--- src/rtl/fir_pkg.sv ---
// Shared widths, FSM state encoding and reset coefficients for the FIR tap sequencer.
package fir_pkg;

  localparam int DATA_W = 8;
  localparam int NTAPS  = 4;
  localparam int ACC_W  = 2*DATA_W + 2;

  typedef enum logic [1:0] {IDLE, MAC, OUT} fir_state_t;

  // Index 0 holds c0: c = {1, 2, 3, 4} for taps 0..3.
  localparam logic [NTAPS-1:0][DATA_W-1:0] FIR_COEFF_RST = {8'd4, 8'd3, 8'd2, 8'd1};

endpackage

--- src/rtl/fir_coeff_bank.sv ---
// Runtime-writable coefficient register file: synchronous write, combinational read by tap.
module fir_coeff_bank #(
  parameter int DATA_W = fir_pkg::DATA_W,
  parameter int NTAPS  = fir_pkg::NTAPS,
  parameter int AW     = $clog2(NTAPS)
) (
  input  logic              clk,
  input  logic              reset_n,
  input  logic              we_i,
  input  logic [AW-1:0]     waddr_i,
  input  logic [DATA_W-1:0] wdata_i,
  input  logic [AW-1:0]     raddr_i,
  output logic [DATA_W-1:0] rdata_o
);
  import fir_pkg::*;

  logic [NTAPS-1:0][DATA_W-1:0] c_q;

  // Reset restores the default taps; otherwise one write per cycle when enabled.
  always_ff @(posedge clk) begin
    if (!reset_n) begin
      for (int i = 0; i < NTAPS; i++) c_q[i] <= DATA_W'(FIR_COEFF_RST[i]);
    end else if (we_i) begin
      c_q[waddr_i] <= wdata_i;
    end
  end

  assign rdata_o = c_q[raddr_i];

endmodule

--- src/rtl/fir_tap_sequencer.sv ---
// Serial 4-tap unsigned FIR: one MAC time-multiplexed across taps, valid/ready on both sides.
module fir_tap_sequencer #(
  parameter int DATA_W = fir_pkg::DATA_W,
  parameter int NTAPS  = fir_pkg::NTAPS,
  parameter int ACC_W  = 2*DATA_W + 2
) (
  input  logic              clk,
  input  logic              reset_n,
  input  logic [DATA_W-1:0] x,
  input  logic              x_valid,
  output logic              x_ready,
  output logic [ACC_W-1:0]  y,
  output logic              y_valid,
  input  logic              y_ready,
  input  logic              cfg_we,
  input  logic [1:0]        cfg_addr,
  input  logic [DATA_W-1:0] cfg_data,
  output logic              cfg_ready,
  output logic              busy
);
  import fir_pkg::*;

  localparam int                TAP_W    = $clog2(NTAPS);
  localparam logic [TAP_W-1:0]  LAST_TAP = TAP_W'(NTAPS-1);

  fir_state_t                   state_q;
  logic [NTAPS-1:0][DATA_W-1:0] d_q;
  logic [TAP_W-1:0]             tap_q;
  logic [ACC_W-1:0]             acc_q;
  logic [ACC_W-1:0]             acc_d;
  logic [ACC_W-1:0]             y_q;
  logic                         x_ready_q;
  logic                         cfg_ready_q;
  logic                         busy_q;
  logic                         y_valid_q;
  logic [DATA_W-1:0]            c_sel;
  logic [2*DATA_W-1:0]          prod;

  // Write is gated by the registered ready so a source that ignores cfg_ready
  // during MAC/OUT cannot disturb the pass in flight.
  fir_coeff_bank #(
    .DATA_W (DATA_W),
    .NTAPS  (NTAPS),
    .AW     (TAP_W)
  ) u_coeff (
    .clk     (clk),
    .reset_n (reset_n),
    .we_i    (cfg_we & cfg_ready_q),
    .waddr_i (cfg_addr),
    .wdata_i (cfg_data),
    .raddr_i (tap_q),
    .rdata_o (c_sel)
  );

  // Zero-extend both operands so the product is computed at full 2*DATA_W width.
  assign prod  = {{DATA_W{1'b0}}, d_q[tap_q]} * {{DATA_W{1'b0}}, c_sel};
  assign acc_d = acc_q + ACC_W'(prod);

  // Control FSM plus delay line, tap counter, accumulator and registered outputs.
  always_ff @(posedge clk) begin
    if (!reset_n) begin
      state_q     <= IDLE;
      d_q         <= '0;
      tap_q       <= '0;
      acc_q       <= '0;
      y_q         <= '0;
      y_valid_q   <= 1'b0;
      x_ready_q   <= 1'b1;
      cfg_ready_q <= 1'b1;
      busy_q      <= 1'b0;
    end else begin
      case (state_q)
        IDLE: begin
          if (x_valid) begin
            d_q         <= {d_q[NTAPS-2:0], x};
            acc_q       <= '0;
            tap_q       <= '0;
            state_q     <= MAC;
            x_ready_q   <= 1'b0;
            cfg_ready_q <= 1'b0;
            busy_q      <= 1'b1;
          end
        end
        MAC: begin
          acc_q <= acc_d;
          if (tap_q == LAST_TAP) begin
            y_q       <= acc_d;
            y_valid_q <= 1'b1;
            state_q   <= OUT;
          end else begin
            tap_q <= tap_q + 1'b1;
          end
        end
        OUT: begin
          if (y_ready) begin
            y_valid_q   <= 1'b0;
            state_q     <= IDLE;
            x_ready_q   <= 1'b1;
            cfg_ready_q <= 1'b1;
            busy_q      <= 1'b0;
          end
        end
        default: begin
          state_q     <= IDLE;
          y_valid_q   <= 1'b0;
          x_ready_q   <= 1'b1;
          cfg_ready_q <= 1'b1;
          busy_q      <= 1'b0;
        end
      endcase
    end
  end

  assign x_ready   = x_ready_q;
  assign cfg_ready = cfg_ready_q;
  assign busy      = busy_q;
  assign y         = y_q;
  assign y_valid   = y_valid_q;

endmodule

--- config.mk ---
export PLATFORM = sky130hd
export DESIGN_NAME = fir_tap_sequencer
export DESIGN_NICKNAME = d
export VERILOG_FILES = /design/src/rtl/fir_pkg.sv /design/src/rtl/fir_coeff_bank.sv /design/src/rtl/fir_tap_sequencer.sv
export SDC_FILE = /design/constraint.sdc
export NUM_CORES = 1
export LEC_CHECK = 0
export ABC_AREA = 1
export CAP_MARGIN = 20
export CORE_ASPECT_RATIO = 0.6
export CORE_MARGIN = 2
export CORE_UTILIZATION = 61
export DETAILED_ROUTE_END_ITERATION = 7
export GPL_ROUTABILITY_DRIVEN = 1
export PLACE_DENSITY = 0.83
export SKIP_LAST_GASP = 1
export SYNTH_ARGS = -nofsm -noshare
export SYNTH_HDL_FRONTEND = slang
export SYNTH_SLANG_ARGS = --single-unit
--- constraint.sdc ---
create_clock -name clk -period 5.21 [get_ports clk]
set_input_delay 1.042 -clock clk [delete_from_list [all_inputs] [get_ports clk]]
set_output_delay 1.042 -clock clk [all_outputs]
set_load 0.05 [all_outputs]
Word-level counts from Yosys, hierarchy flattened --
Index checks and enable logic that the tools add are counted.
Cells by class: add/subtract/negate cells 2, multipliers 1, order comparisons 3, eq/ne operators 7, multiplexer cells 24, bitwise operators 3, reductions and logical operators 10
Operator list (count):
- one-hot mux 18 bit (2 select lines) | 1
- binary-select mux 8 bit (select 2 bit) | 2
- bitwise mux 32 bit | 1
- two-way mux 8 bit | 3
- adder 18 x 16 -> 18 bit | 1
- two-way mux 18 bit | 1
- demux 8 bit (select 2 bit) | 1
- multiplier 8 x 8 -> 16 bit | 1
- AND reduction 3 bit | 4
- two-way mux 2 bit | 5
- one-hot mux 1 bit (3 select lines) | 3
- inequality test 2 bit (second input constant) | 4
- < comparator 2 x 3 -> 1 bit (second input constant) | 2
- one-hot mux 2 bit (3 select lines) | 1
- AND reduction 2 bit | 3
- two-way mux 1 bit | 5
- equality test 2 bit (second input constant) | 2
- one-hot mux 2 bit (2 select lines) | 1
- adder 2 x 1 -> 2 bit (second input constant) | 1
- equality test 2 x 1 -> 1 bit (second input constant) | 1
- >= comparator 2 x 1 -> 1 bit (second input constant) | 1
- logical NOT 2 bit | 1
- inverter 1 bit | 2
- nonzero test 2 bit | 1
- 2 further kinds | 2
Word-level totals: register bits 107, bits of input ports 23, logic and storage cells 65

Longest topological paths before layout --
Gate-level depths: netlist (run 1).
depth after elaboration 5, depth in mapped cells 27, mapped depth without buffers 25

Cells and area by module --
Synthesis (run 1) repeated with hierarchy kept, for this count alone.
Unflattened totals: cell total of the unflattened synthesis 1064, area total of the unflattened synthesis 7337.0 µm²
By module, submodules not included:
- fir_tap_sequencer | times used 1, cells an instance 819, area an instance 5790.6 µm², seq. area each 1501.4 µm²
- fir_coeff_bank | times used 1, cells an instance 245, area an instance 1546.5 µm², seq. area each 640.6 µm²

Worst setup path after synthesis (run 1) --
OpenSTA, ideal clock, no wires.
kind reg2reg, start register tap_q[0], end register acc_q[10], library setup time 70 ps, data arrival time 4372 ps, required time 5140 ps, setup slack 767 ps, cell stages (with the launch flop) 22, path through dfxtp_1 -> buf_6 -> buf_2 -> nand2_1 -> a32oi_1 -> inv_1 -> nor2_1 -> fa_1 -> fa_1 -> fa_1 -> inv_1 -> fa_1 -> inv_1 -> ha_1 -> nand2_1 -> inv_1 -> nand2_1 -> nand2_1 -> a21oi_1 -> xor2_1 -> nand2_1 -> a21oi_1
On the way: cells in the longest elaborated chain, start to end 5
Ends and longest elaborated chain:
- from (decl) | line fir_tap_sequencer.sv:28 | logic [TAP_W-1:0] tap_q;
- from (signal assigned) | line fir_tap_sequencer.sv:91 | tap_q <= tap_q + 1'b1;
- binary-select mux 8 bit (select 2 bit) (on tied branches) | line fir_tap_sequencer.sv:56, fir_coeff_bank.sv:28
- two-way mux 8 bit (on tied branches) | line fir_tap_sequencer.sv:56, fir_coeff_bank.sv:28
- multiplier 8 x 8 -> 16 bit * | line fir_tap_sequencer.sv:56 | assign prod = {{DATA_W{1'b0}}, d_q[tap_q]} * {{DATA_W{1'b0}}, c_sel};
- adder 18 x 16 -> 18 bit * | line fir_tap_sequencer.sv:57 | assign acc_d = acc_q + ACC_W'(prod);
- one-hot mux 18 bit (2 select lines) * | line fir_tap_sequencer.sv:72 | case (state_q)
- to (signal assigned) | line fir_tap_sequencer.sv:65 | acc_q <= '0;
- to (signal assigned) | line fir_tap_sequencer.sv:76 | acc_q <= '0;
- to (signal assigned) | line fir_tap_sequencer.sv:85 | acc_q <= acc_d;
- to (decl) | line fir_tap_sequencer.sv:29 | logic [ACC_W-1:0] acc_q;
Every way passes the cells marked *; elsewhere a longest branch is shown, timed or not. The select of a mux whose other input is x is not followed. A chain may end at the register's enable or synchronous reset.

Worst setup path in the final report (run 1) --
start register tap_q[1], end register acc_q[14]
Same word-level chain as after synthesis.

==> results of run 1 <==
-- cell usage in the layout (no fill, tap or decap), types with 6 or more instances in the layout --
| master | instances |
|---|---|
| sky130_fd_sc_hd__a21oi_1 | 46 |
| sky130_fd_sc_hd__a32oi_2 | 8 |
| sky130_fd_sc_hd__a32oi_4 | 6 |
| sky130_fd_sc_hd__buf_4 | 10 |
| sky130_fd_sc_hd__clkbuf_16 | 9 |
| sky130_fd_sc_hd__clkdlybuf4s50_1 | 43 |
| sky130_fd_sc_hd__dfxtp_1 | 106 |
| sky130_fd_sc_hd__fa_1 | 50 |
| sky130_fd_sc_hd__ha_1 | 41 |
| sky130_fd_sc_hd__inv_1 | 166 |
| sky130_fd_sc_hd__inv_2 | 9 |
| sky130_fd_sc_hd__nand2_1 | 212 |
| sky130_fd_sc_hd__nand3_1 | 21 |
| sky130_fd_sc_hd__nor2_1 | 166 |
| sky130_fd_sc_hd__o21ai_0 | 62 |
| sky130_fd_sc_hd__o21ai_1 | 8 |
| sky130_fd_sc_hd__o21bai_1 | 9 |
-- kinds of logic after synthesis --
kind of cell	count (synthesis)
compound gates	153
fa+ha+maj	91
buf+inv	212
simple gates	417
flops	107
xor+xnor	7
-- through the flow --
step	total power [mW]	hold slack, ps	utilization (%)	setup slack, ps
5_1_grt	3.17	489	72.0	-45.1
4_1_cts	2.89	462	70.7	45.6
3_3_place_gp	2.08	441	67.8	119
6_report	2.95	465	72.0	234
2_1_floorplan	1.80	429	-	767
3_5_place_dp	2.11	443	67.8	75.2
-- final timing paths --
path                                       from              end  slack (ps)  cells after the start
worst min-delay path            u_coeff.c_q[17]  u_coeff.c_q[17]         470                      2
worst min register to register  u_coeff.c_q[17]  u_coeff.c_q[17]         470                      2
worst max register to register         tap_q[1]        acc_q[14]         230                     21
worst max-delay path                   tap_q[1]        acc_q[14]         230                     21
-- flip-flops by register name, summed over array words and instances, names as in the netlist --
name and cells:
tap_q 2, busy 1, y 18, y_valid 1, cfg_ready 1, u_coeff.c_q 32
acc_q 18, state_q 2, d_q 32
-- area by class of cell --
| class | count | share of cell area, % |
|---|---|---|
| clock buffer | 9 | 2.73 |
| clock inverter | 7 | 1.30 |
| inverter | 178 | 8.28 |
| multi-input combinational | 668 | 52.8 |
| sequential | 107 | 26.0 |
| tap | 160 | 2.43 |
| timing repair buffer | 56 | 6.46 |
-- power by group through the flow --
stage	Combinational, mW	Sequential, mW	Clock [mW]
finish	1.26	0.927	0.767
global route	1.43	0.934	0.804
CTS	1.19	0.923	0.770
global placement	1.14	0.940	0
floorplan	0.864	0.936	0
detailed placement	1.17	0.941	0
-- routing by layer --
layer	vias up	wire, µm	track usage [%]
met3	37	2050	9.52
met1	2901	8790	45.5
li1	3106	-	-
met2	316	6940	41.5
met4	0	263	6.97
met5	-	0	0
-- worst register-to-register path: stages, from the launching register on --
cell and delay (ps):
sky130_fd_sc_hd__dfxtp_1 360, sky130_fd_sc_hd__inv_6 260, sky130_fd_sc_hd__buf_4 230, sky130_fd_sc_hd__a21oi_1 70, sky130_fd_sc_hd__a32oi_2 280, sky130_fd_sc_hd__nand2_1 130, sky130_fd_sc_hd__fa_1 550, sky130_fd_sc_hd__inv_1 50
sky130_fd_sc_hd__fa_1 480, sky130_fd_sc_hd__fa_1 550, sky130_fd_sc_hd__inv_1 60, sky130_fd_sc_hd__fa_1 530, sky130_fd_sc_hd__inv_1 50, sky130_fd_sc_hd__ha_1 380, sky130_fd_sc_hd__nand2_1 100, sky130_fd_sc_hd__nor2_1 210
sky130_fd_sc_hd__nand3_1 140, sky130_fd_sc_hd__nand3_1 90, sky130_fd_sc_hd__nand2_1 50, sky130_fd_sc_hd__nand2_1 130, sky130_fd_sc_hd__nand2_1 100, sky130_fd_sc_hd__a21oi_2 130
-- timing repair --
| item | in CTS | in global routing |
|---|---|---|
| resized for setup | 0 | 24 |
| setup buffers | 0 | 3 |
| endpoints found under the setup margin | 0 | 19 |
==> results, run 1 <==
- In this run the power density over the cells is 358 nW/µm².
- The number of fill cells is 895.
- The minimum clock period after layout is 4980 ps.
- During placement, the flow inserted port buffers numbering 44.
- In the final layout, the share of cells above drive strength 1 is 7.32%.
- The number of global-route vias before repair came to 5875.
- In this run the remaining antenna-violating nets after routing total 0.
- The internal power of the cells is 1.71 mW.
- The reported net switching power is 1.24 mW.
- Detailed placement finished with a half-perimeter wire length of 12800 µm.
- The top cell family by delay on the critical path is adder cells.
- The count of nets after finishing is 1134.
- The number of buffers added by the clock tree synthesis step is 9.
- The sum of buffers and inverters on the critical path is 5.
- In this design, the critical path's most frequently occurring cell is sky130_fd_sc_hd__nand2_1.
- The first detailed-routing pass took 5 iterations.
- CTS placed an instance of sky130_fd_sc_hd__clkbuf_16 at the clock tree root.
- The worst-case headroom to the max-slew limit is 26.1%.
- The buffer depth of the longest clock path is 2.
- The initial cell density of the core is 63.3%.
- The clock latency reported for the late side of the worst-skew pair is 370 ps.
- The area taken by flip-flops and latches is 2140 µm².
- The post-detailed-route wirelength per cell is 15.2 µm.
- By area, the combinational part of the netlist is dominated by simple AND/OR/NAND/NOR gates.
- For the worst setup path, the data required time is 5510 ps.
- In this run the worst hold path is classified as reg2reg.
- Setup repair after global routing could not meet its margin everywhere.
- The largest fanout on the critical path is 28.
- The final antenna diode count is 0.
- Net switching is 41.9% of the power.
- The number of nets in the synthesized netlist is 1101.
- sky130_fd_sc_hd__dfxtp_1 takes more of the synthesized area than any other cell.
- The synthesized netlist occupies a cell area of 7250 µm².
- The cell count after synthesis is 987.
- The share of Yosys cell area claimed by the top area cell type is 29.6%.
- After the flow finishes, the layout carries non-filler instances totaling 1185.
- Static timing analysis puts the maximum clock frequency at 0.201 GHz.
- After synthesis the netlist holds a flip-flop and latch count of 107.
- The die extent in x is 145 µm.
- The cell at the slowest stage of the critical path is sky130_fd_sc_hd__fa_1.
- The proportion of synthesized chip area in sequential cells is 29.6%.
- Setup total negative slack on the finished layout was measured at 0 ps.
- The total number of yosys warnings is 0.
- The synthesized area divided by synthesized cell count is 7.34 µm².
- The clock share of power is 26.0%.
- The number of endpoints failing setup at the final stage is 0.
- By area the synthesized netlist is led by sky130_fd_sc_hd__dfxtp_1 (30%), sky130_fd_sc_hd__fa_1 (14%), sky130_fd_sc_hd__nand2_1 (11%), sky130_fd_sc_hd__inv_1 (8.8%), sky130_fd_sc_hd__nor2_1 (8.6%).
- The via total after detailed routing is 6360.
- The distinct cell type count after synthesis is 34.
- The die is 88.4 µm tall.
- In the synthesized netlist, mux cells make up 0% of the area.
- The wire length of the first global-routing pass is 29400 µm.
- On the worst path, the slowest cell contributes a delay of 550 ps.
- The critical path is of the reg2reg type.
- Across the VDD grid, the largest voltage drop is 0.230 mV.
- The sequential share of power is 31.4%.
- For the final database, setup skew stands at 17.0 ps.
- The number of enable flip-flop cells after synthesis is 0.
- The share of the cycle needed by the critical path after routing is 95.5%.
- The compound-cell area share of the yosys netlist is 13.2%.
- The overall die area is 12800 µm².
- The H-tree was split into 3 levels.
- The most numerous cell in the Yosys netlist is sky130_fd_sc_hd__nand2_1.
- The share of flip-flops with an asynchronous set or reset after synthesis is 0%.
- Entering global routing, the biggest net connects 79 pins.
- Sorting the synthesized cells by how often they occur yields sky130_fd_sc_hd__nand2_1 (212), sky130_fd_sc_hd__inv_1 (170), sky130_fd_sc_hd__nor2_1 (166).
- The capturing element type of the critical path is a flop.
- The arrival time of data at the critical path endpoint is 5270 ps.
- The kind of start point of the critical path is a flop.
- The clock drives 107 sinks.
- The placed instance count is 1166.
- Hold repair after CTS inserted 0 buffers.
- The core footprint is 11400 µm².
- Wires add up to 18000 µm.
- After clock tree synthesis, the clock-pin slew on the worst setup and hold paths is 90 ps.
- The proportion of power drawn by combinational gates is 42.6%.
- Summing all multi-input logic gate instances after layout gives 4350 µm².
- For this run, the leading register cell type out of synthesis is sky130_fd_sc_hd__dfxtp_1.
- The number of antenna violations at the first check in global routing is 0.
- The number of failing hold endpoints at the final stage was 0.
- The post-synthesis simple-gate area fraction is 23.7%.
- The area growth from synthesis to layout is 13.8%.
- Traced cell by cell, the critical path runs through inv_6 > buf_4 > a21oi_1 > a32oi_2 > nand2_1 > fa_1 > inv_1 > fa_1 > fa_1 > inv_1 > fa_1 > inv_1 > ha_1 > nand2_1 > nor2_1 > nand3_1 > nand3_1 > nand2_1 > nand2_1 > nand2_1 > a21oi_2.
- The average via count per standard cell is 5.37.
- Of the total synthesized cell area, the portion taken by XOR and XNOR cells is 0.846%.
- Across the run, the number of max-cap violations was 0.
- The clock tree from TritonCTS is done.
- The finished cells cover 8250 µm².
- After Yosys synthesis, full adders, half adders and majority gates account for 20.9% of the synthesized area.
- The actual transition at the worst max-transition pin is 1110 ps.
- At the end of routability-driven placement, the weighted congestion stood at 0.968.
- The placed instances occupy a cell area of 7760 µm².
- The final max-slew violation count was 0.
- Summed over all cells, the static leakage comes to 3.96 nW.
- The site row count is 30.
- The total track usage is 30.0%.
- The total I/O pin count is 45.
- The number of design-rule violations left by the first detailed-router iteration is 518.
- For this run, design rule violations remaining after detail routing come to 0.
- The run finished with clean final reports.
- For this run the aggregate overflow at the end of global routing stands at 0.
(Power assumes the default switching activity.)
==> run 2: changes to the inputs <==
CORE_UTILIZATION = 65   (was 61)
CTS_BUF_LIST = sky130_fd_sc_hd__clkbuf_8   (was default)
DONT_BUFFER_PORTS = 1   (was default)
GPL_TIMING_DRIVEN = 0   (was default)
PLACE_DENSITY = 0.82   (was 0.83)
==> results, run 2 (same netlist as run 1, synthesis figures left out) <==
- Once placement finished, the instance area stood at 7420 µm².
- The path category of the worst min-delay check is reg2reg.
- Static timing analysis puts the maximum clock frequency at 0.196 GHz.
- In this run the vertical extent of the chip is 85.8 µm.
- Traced cell by cell, the critical path runs through buf_6 > inv_4 > buf_6 > nand2_1 > a32oi_4 > inv_2 > nor2_2 > fa_1 > fa_1 > fa_1 > inv_1 > fa_1 > inv_1 > ha_4 > nand2_1 > nor2_1 > nand2_1 > nand3_1 > xor2_2 > nand2_1 > a21oi_1.
- In the global route stage, overall resource usage came out at 32.6%.
- After clock tree synthesis, the flow added hold-fix buffers numbering 0.
- The tree built by TritonCTS fans out to 107 sinks.
- Summing all non-filler instances in the final layout gives an area of 7910 µm².
- The number of H-tree branching levels is 3.
- The number of buffers added by the clock tree synthesis step is 9.
- Hold timing on the final database bottoms out at a slack of 475 ps.
- The buffer depth of the longest clock path is 2.
- The half-perimeter wire length after detailed placement is 14200 µm.
- After detailed routing, the average wire length per cell comes to 16.5 µm.
- Using the TritonRoute via totals, the vias-per-cell ratio works out to 5.62.
- The actual transition at the worst max-transition pin is 655 ps.
- The tree is rooted in a sky130_fd_sc_hd__clkbuf_8.
- The number of design-rule violations left by the first detailed-router iteration is 744.
- On the worst path, the slowest cell contributes a delay of 550 ps.
- The count of nets after finishing is 1122.
- In the layout the commonest cells are sky130_fd_sc_hd__nand2_1 (209), sky130_fd_sc_hd__inv_1 (166), sky130_fd_sc_hd__nor2_1 (159).
- The number of antenna violations at the first check in global routing came to 0.
- The analysis attributes to cell leakage a power of 3.83 nW.
- The number of endpoints failing setup at the final stage is 0.
- The share of the cycle needed by the critical path after routing is 97.9%.
- The die is 140 µm wide.
- The first detailed-routing pass took 5 iterations.
- The total length of routed wires is 19000 µm.
- The post-route netlist has 10.5% of its cells at a drive strength greater than 1.
- TritonCTS built the clock tree.
- The largest fanout on the critical path is 10.
- The core occupancy in the finished layout is 73.9%.
- Adding up every negative setup slack in the final design gives 0 ps.
- The wire length of the first global-routing pass is 30400 µm.
- The number of global-route vias before repair is 5957.
- The later pin in the worst-skew pair is clocked with a latency of 400 ps.
- STA classifies the critical path endpoint as a flop.
- After global routing the overflow that remains totals 0.
- The final weighted congestion of routability-driven global placement is 0.940.
- The remaining design rule violation count is 0.
- For this design the top-level I/O count stands at 45.
- On the critical path, the stage with the largest delay is an instance of sky130_fd_sc_hd__fa_1.
- The post-CTS clock slew at the launch and capture registers of the worst setup and hold paths is 120 ps.
- The flow ran to the end, and the final reports show no timing, DRC or antenna violations.
- The synthesis-to-layout area growth is 9.15%.
- The worst path required time is 5530 ps.
- Setup repair after global routing could not meet its margin everywhere.
- The largest registers in the layout are d_q: 32 flops, u_coeff.c_q: 32 flops.
- In this run the power density over the cells is 362 nW/µm².
- The via total after detailed routing is 6471.
- STA classifies the critical path startpoint as a flop.
- The count of buffers added on input and output ports is 0.
- The total power draw is 2.86 mW.
- The initial cell density of the core is 67.7%.
- By startpoint and endpoint, the worst setup path is classified as reg2reg.
- The worst-case headroom to the max-slew limit is 56.3%.
- On the final layout, the worst clock skew is 27.2 ps.
- The final antenna diode count is 0.
- For the worst setup path, the data arrival time is 5420 ps.
- The core footprint is 10700 µm².
- The final max-slew violation count came to 0.
- The overall die area is 12000 µm².
- The max-capacitance violation count is 0.
- Entering global routing, the biggest net connects 21 pins.
- The remaining antenna violation count is 0.
- The peak supply drop is 0.253 mV.
- The floorplan has 29 rows.
- The number of failing hold endpoints at the final stage came to 0.
- The routed design could run at a clock period as short as 5100 ps.
- The most frequent standard cell in the layout excluding fill and tap cells is sky130_fd_sc_hd__nand2_1.
==> run 2: cell count changes in the layout (fill, tap and decap cells not counted), sizes merged <==
| cell | previous run | this run |
|---|---|---|
| bufinv | 1 | 0 |
| inv | 183 | 181 |
| clkdlybuf4s50 | 43 | 0 |
| clkinvlp | 0 | 1 |
| clkbuf | 9 | 27 |
| buf | 13 | 27 |
| clkinv | 1 | 2 |
==> run 2: report_power, final <==
| group | switching [mW] | total [mW] | leakage [nW] | internal [mW] |
|---|---|---|---|---|
| Combinational | 0.891 | 1.39 | 2.85 | 0.497 |
| Sequential | 0.0542 | 0.934 | 0.874 | 0.879 |
| Clock | 0.336 | 0.537 | 0.0997 | 0.201 |
| Total | 1.28 | 2.86 | 3.83 | 1.58 |
==> run 2: layer usage <==
layer	up-vias	track usage [%]	routed length (µm)
met5	-	0	0
met4	0	5.79	193
met3	20	9.44	2420
met2	364	45.1	7580
met1	3011	50.9	8810
li1	3076	-	-
==> run 2: final timing paths <==
path              cells after the start  endpoint  slack (ps)     start
hold reg to reg                       2  acc_q[1]         470  acc_q[1]
hold / removal                        2  acc_q[1]         470  acc_q[1]
setup reg to reg                     21  acc_q[9]         110  tap_q[0]
setup / recovery                     21  acc_q[9]         110  tap_q[0]
==> run 2: critical path, delay by kind of cell, from the launching register on <==
family / cells / cell delay [ps]
buf+inv: 6 / 680
flops: 1 / 350
simple gates: 7 / 850
compound gates: 2 / 550
xor+xnor: 1 / 240
fa+ha+maj: 5 / 2360
==> run 2: metrics by stage <==
stage          instances  worst slack [ps]
2_1_floorplan        987               767
3_3_place_gp        1126              -149
3_5_place_dp        1126              -202
4_1_cts             1146              60.8
5_1_grt             1152             -82.2
6_report            1152               112
==> run 2: area by class of cell <==
cell class,instances,area (µm²)
multi-input cells,668,4440
fillers,838,2800
flip-flops and latches,107,2140
inverters,178,676
plain buffers,34,203
well taps,139,174
clock buffers,10,138
repair buffers,10,75.1
clock inverters,6,63.8
==> run 2: what timing repair did <==
action,in CTS,in global routing
gates resized for setup,4,37
pin swaps,3,10
setup endpoints to repair,17,22
buffers inserted,4,6
==> run 3: changes to the inputs <==
CELL_PAD_IN_SITES_DETAIL_PLACEMENT = 1   (was default)
CELL_PAD_IN_SITES_GLOBAL_PLACEMENT = 1   (was default)
CORE_UTILIZATION = 49   (was 65)
PLACE_DENSITY = 0.84   (was 0.82)
==> results, run 3 (same netlist as run 1, synthesis figures left out) <==
- For this block, the routed nets add up to 24100 µm of wire.
- Dividing the detail-routed wire length by the instance count gives 19.8 µm.
- The half-perimeter wire length after detailed placement is 17300 µm.
- VDD sags by at most 0.187 mV.
- Cell internal power was estimated by the tool at 1.64 mW.
- Global routing finished with a remaining overflow of 0.
- The die is 161 µm wide.
- The max-capacitance violation count is 0.
- After detailed routing, the number of vias per cell comes to 5.47.
- Walking the worst path, the cells encountered are buf_6 > buf_8 > nand2_1 > a32oi_2 > buf_6 > clkinvlp_4 > nor2_1 > fa_1 > fa_1 > fa_1 > inv_1 > fa_1 > inv_1 > ha_4 > nand2_1 > inv_1 > nand2_1 > nand2_1 > a21oi_2 > xor2_2 > buf_4 > o21bai_1 > inv_1.
- The final antenna diode count is 0.
- In the finished design, the share of the clock period the worst path needs comes to 97.9%.
- For this design, the sink count on the clock tree is 107.
- The total power draw is 3.03 mW.
- The worst path required time is 5510 ps.
- The congestion estimate from routability-driven global placement came to 0.886.
- Cells with a size suffix above 1 make up 11.8% of the layout.
- The sum of buffers and inverters on the critical path is 9.
- The number of buffers inserted by hold repair at cts is 0.
- The final max-slew violation count is 0.
- In this run the critical register-to-register path is launched from tap_q[0].
- The worst setup path is launched from a flop.
- For this configuration, the core starts out at a cell density of 50.1%.
- The number of buffers added by the clock tree synthesis step is 9.
- The root cell of the clock tree is sky130_fd_sc_hd__clkbuf_8.
- The capturing element type of the critical path is a flop.
- The arrival time of data at the critical path endpoint is 5400 ps.
- The core footprint is 14500 µm².
- The maximum clock frequency is 0.196 GHz.
- At the pin with the least slew margin, the transition time is 721 ps.
- The area taken by flip-flops and latches is 2140 µm².
- The via total after detailed routing is 6652.
- After clock tree synthesis, the clock-pin slew on the worst setup and hold paths is 120 ps.
- In this run the cell area measured after placement is 7490 µm².
- The total track usage is 30.0%.
- The worst hold slack is 473 ps.
- The number of failing hold endpoints at the final stage was 0.
- Setup violations remaining at the end of the flow were counted as 0.
- In this run the tool buffered the top-level ports with 0 buffer cells.
- During I/O placement, the number of pins put on the boundary was 45.
- Cells fill 56.1% of the core in the end.
- The library cells used most frequently in the layout, excluding fill and tap cells, are sky130_fd_sc_hd__nand2_1 (209), sky130_fd_sc_hd__inv_1 (165), sky130_fd_sc_hd__nor2_1 (159).
- The height of the die is 98.2 µm.
- Counting I/O delays and the setup requirement, the final critical path takes 5100 ps.
- The sequential share of power is 31.0%.
- The startpoint of the most critical setup path is tap_q[0].
- The number of detailed-routing iterations run before antenna repair is 5.
- The top cell family by delay on the critical path is adder cells.
- The flow ran to the end, and the final reports show no timing, DRC or antenna violations.
- The largest net degree at the start of global routing is 21.
- The buffer depth of the longest clock path is 2.
- The clock reaches the later pin of the worst-skew pair after 400 ps.
- The number of global-route vias before repair was 6726.
- The area occupied by multi-input gates is 4460 µm².
- Net switching is 46.0% of the power.
- The count of nets after finishing is 1127.
- The synthesis-to-layout area growth is 12.0%.
- After routing the design area is 8120 µm².
- In this run the worst path has a maximum fanout of 10.
- Power spread over the standard cell area amounts to 374 nW/µm².
- The path class of the tightest hold or removal check is reg2reg.
- The floorplan step defined a die boundary enclosing 15800 µm².
- The remaining design rule violation count is 0.
- In the final layout, the registers with the most flip-flops are d_q: 32 flops, u_coeff.c_q: 32 flops.
- For this design the static power due to leakage is 3.88 nW.
- In this run the power spent charging and discharging nets is 1.40 mW.
- The clock share of power is 18.1%.
- Once detail routing completed, the nets flagged for antenna violations numbered 0.
- The number of antenna violations at the first check in global routing is 0.
- The number of fill cells is 1856.
- The startpoint-to-endpoint class of the critical path is reg2reg.
- The H-tree generated during clock tree synthesis spans 3 levels.
- The worst-case headroom to the max-slew limit is 51.9%.
- Combinational cells account for 50.9% of the total power.
- The library cell used most frequently in the layout, excluding fill and tap cells, is sky130_fd_sc_hd__nand2_1.
- After the first detailed-routing iteration, the DRC count stood at 509.
- The cell at the slowest stage of the critical path is sky130_fd_sc_hd__fa_1.
- The worst hold path startpoint is acc_q[7].
- Row generation in the floorplan step produced 34 rows.
- TritonCTS built the clock tree.
- The total negative slack is 0 ps.
- The largest clock skew in the final design is 24.1 ps.
- The first global-routing pass estimated 36600 µm of wire.
- The delay of the slowest critical-path stage is 540 ps.
==> run 3: cell type report <==
type	count	share of cell area [%]
Tap cell	198	3.05
Timing Repair Buffer	15	1.65
Buffer	34	2.93
Clock buffer	10	1.70
Sequential cell	107	26.4
Inverter	178	8.48
Multi-Input combinational cell	668	55.0
Clock inverter	6	0.786
==> run 3: repair_timing <==
action	in CTS	in global routing
setup endpoints to repair	21	22
resized for setup	6	59
cloned	0	1
buffers inserted	5	9
pin swaps	4	9
==> run 3: worst paths after layout <==
path | end | slack [ps] | cells past startpoint
max | y[10] | 110 | 23
min | acc_q[7] | 470 | 2
max reg2reg | y[10] | 110 | 23
min reg2reg | acc_q[7] | 470 | 2
==> run 3: stage by stage <==
| stage | setup slack (ps) | instances |
|---|---|---|
| after floorplan | 767 | 987 |
| after CTS | -83.6 | 1206 |
| after detailed placement | -387 | 1185 |
| after global placement | -353 | 1185 |
| after global routing | -89.2 | 1216 |
| final | 112 | 1216 |
==> run 3: worst reg2reg max path, delay by kind of cell, from the launching register on <==
kind,cells,cell delay [ps]
adder cells (fa/ha/maj),5,2390
buffers and inverters,9,1100
AND/OR/NAND/NOR,5,510
flip-flops,1,370
AO/OA/AOI/OAI,3,440
XOR/XNOR,1,190
==> run 3: power by group through the flow <==
stage               Clock, mW  Combinational (mW)  Sequential, mW
finish                  0.549                1.54           0.939
global route            0.578                1.71           0.945
CTS                     0.553                1.30           0.935
floorplan                   0               0.864           0.936
detailed placement          0                1.24           0.953
global placement            0                1.20           0.951
==> run 3: routing by layer <==
layer	vias to the layer above	wire [µm]	track usage, %
li1	3085	-	-
met1	3251	11400	44.6
met2	279	10100	44.2
met3	37	2200	8.16
met4	0	354	5.22
met5	-	0	0
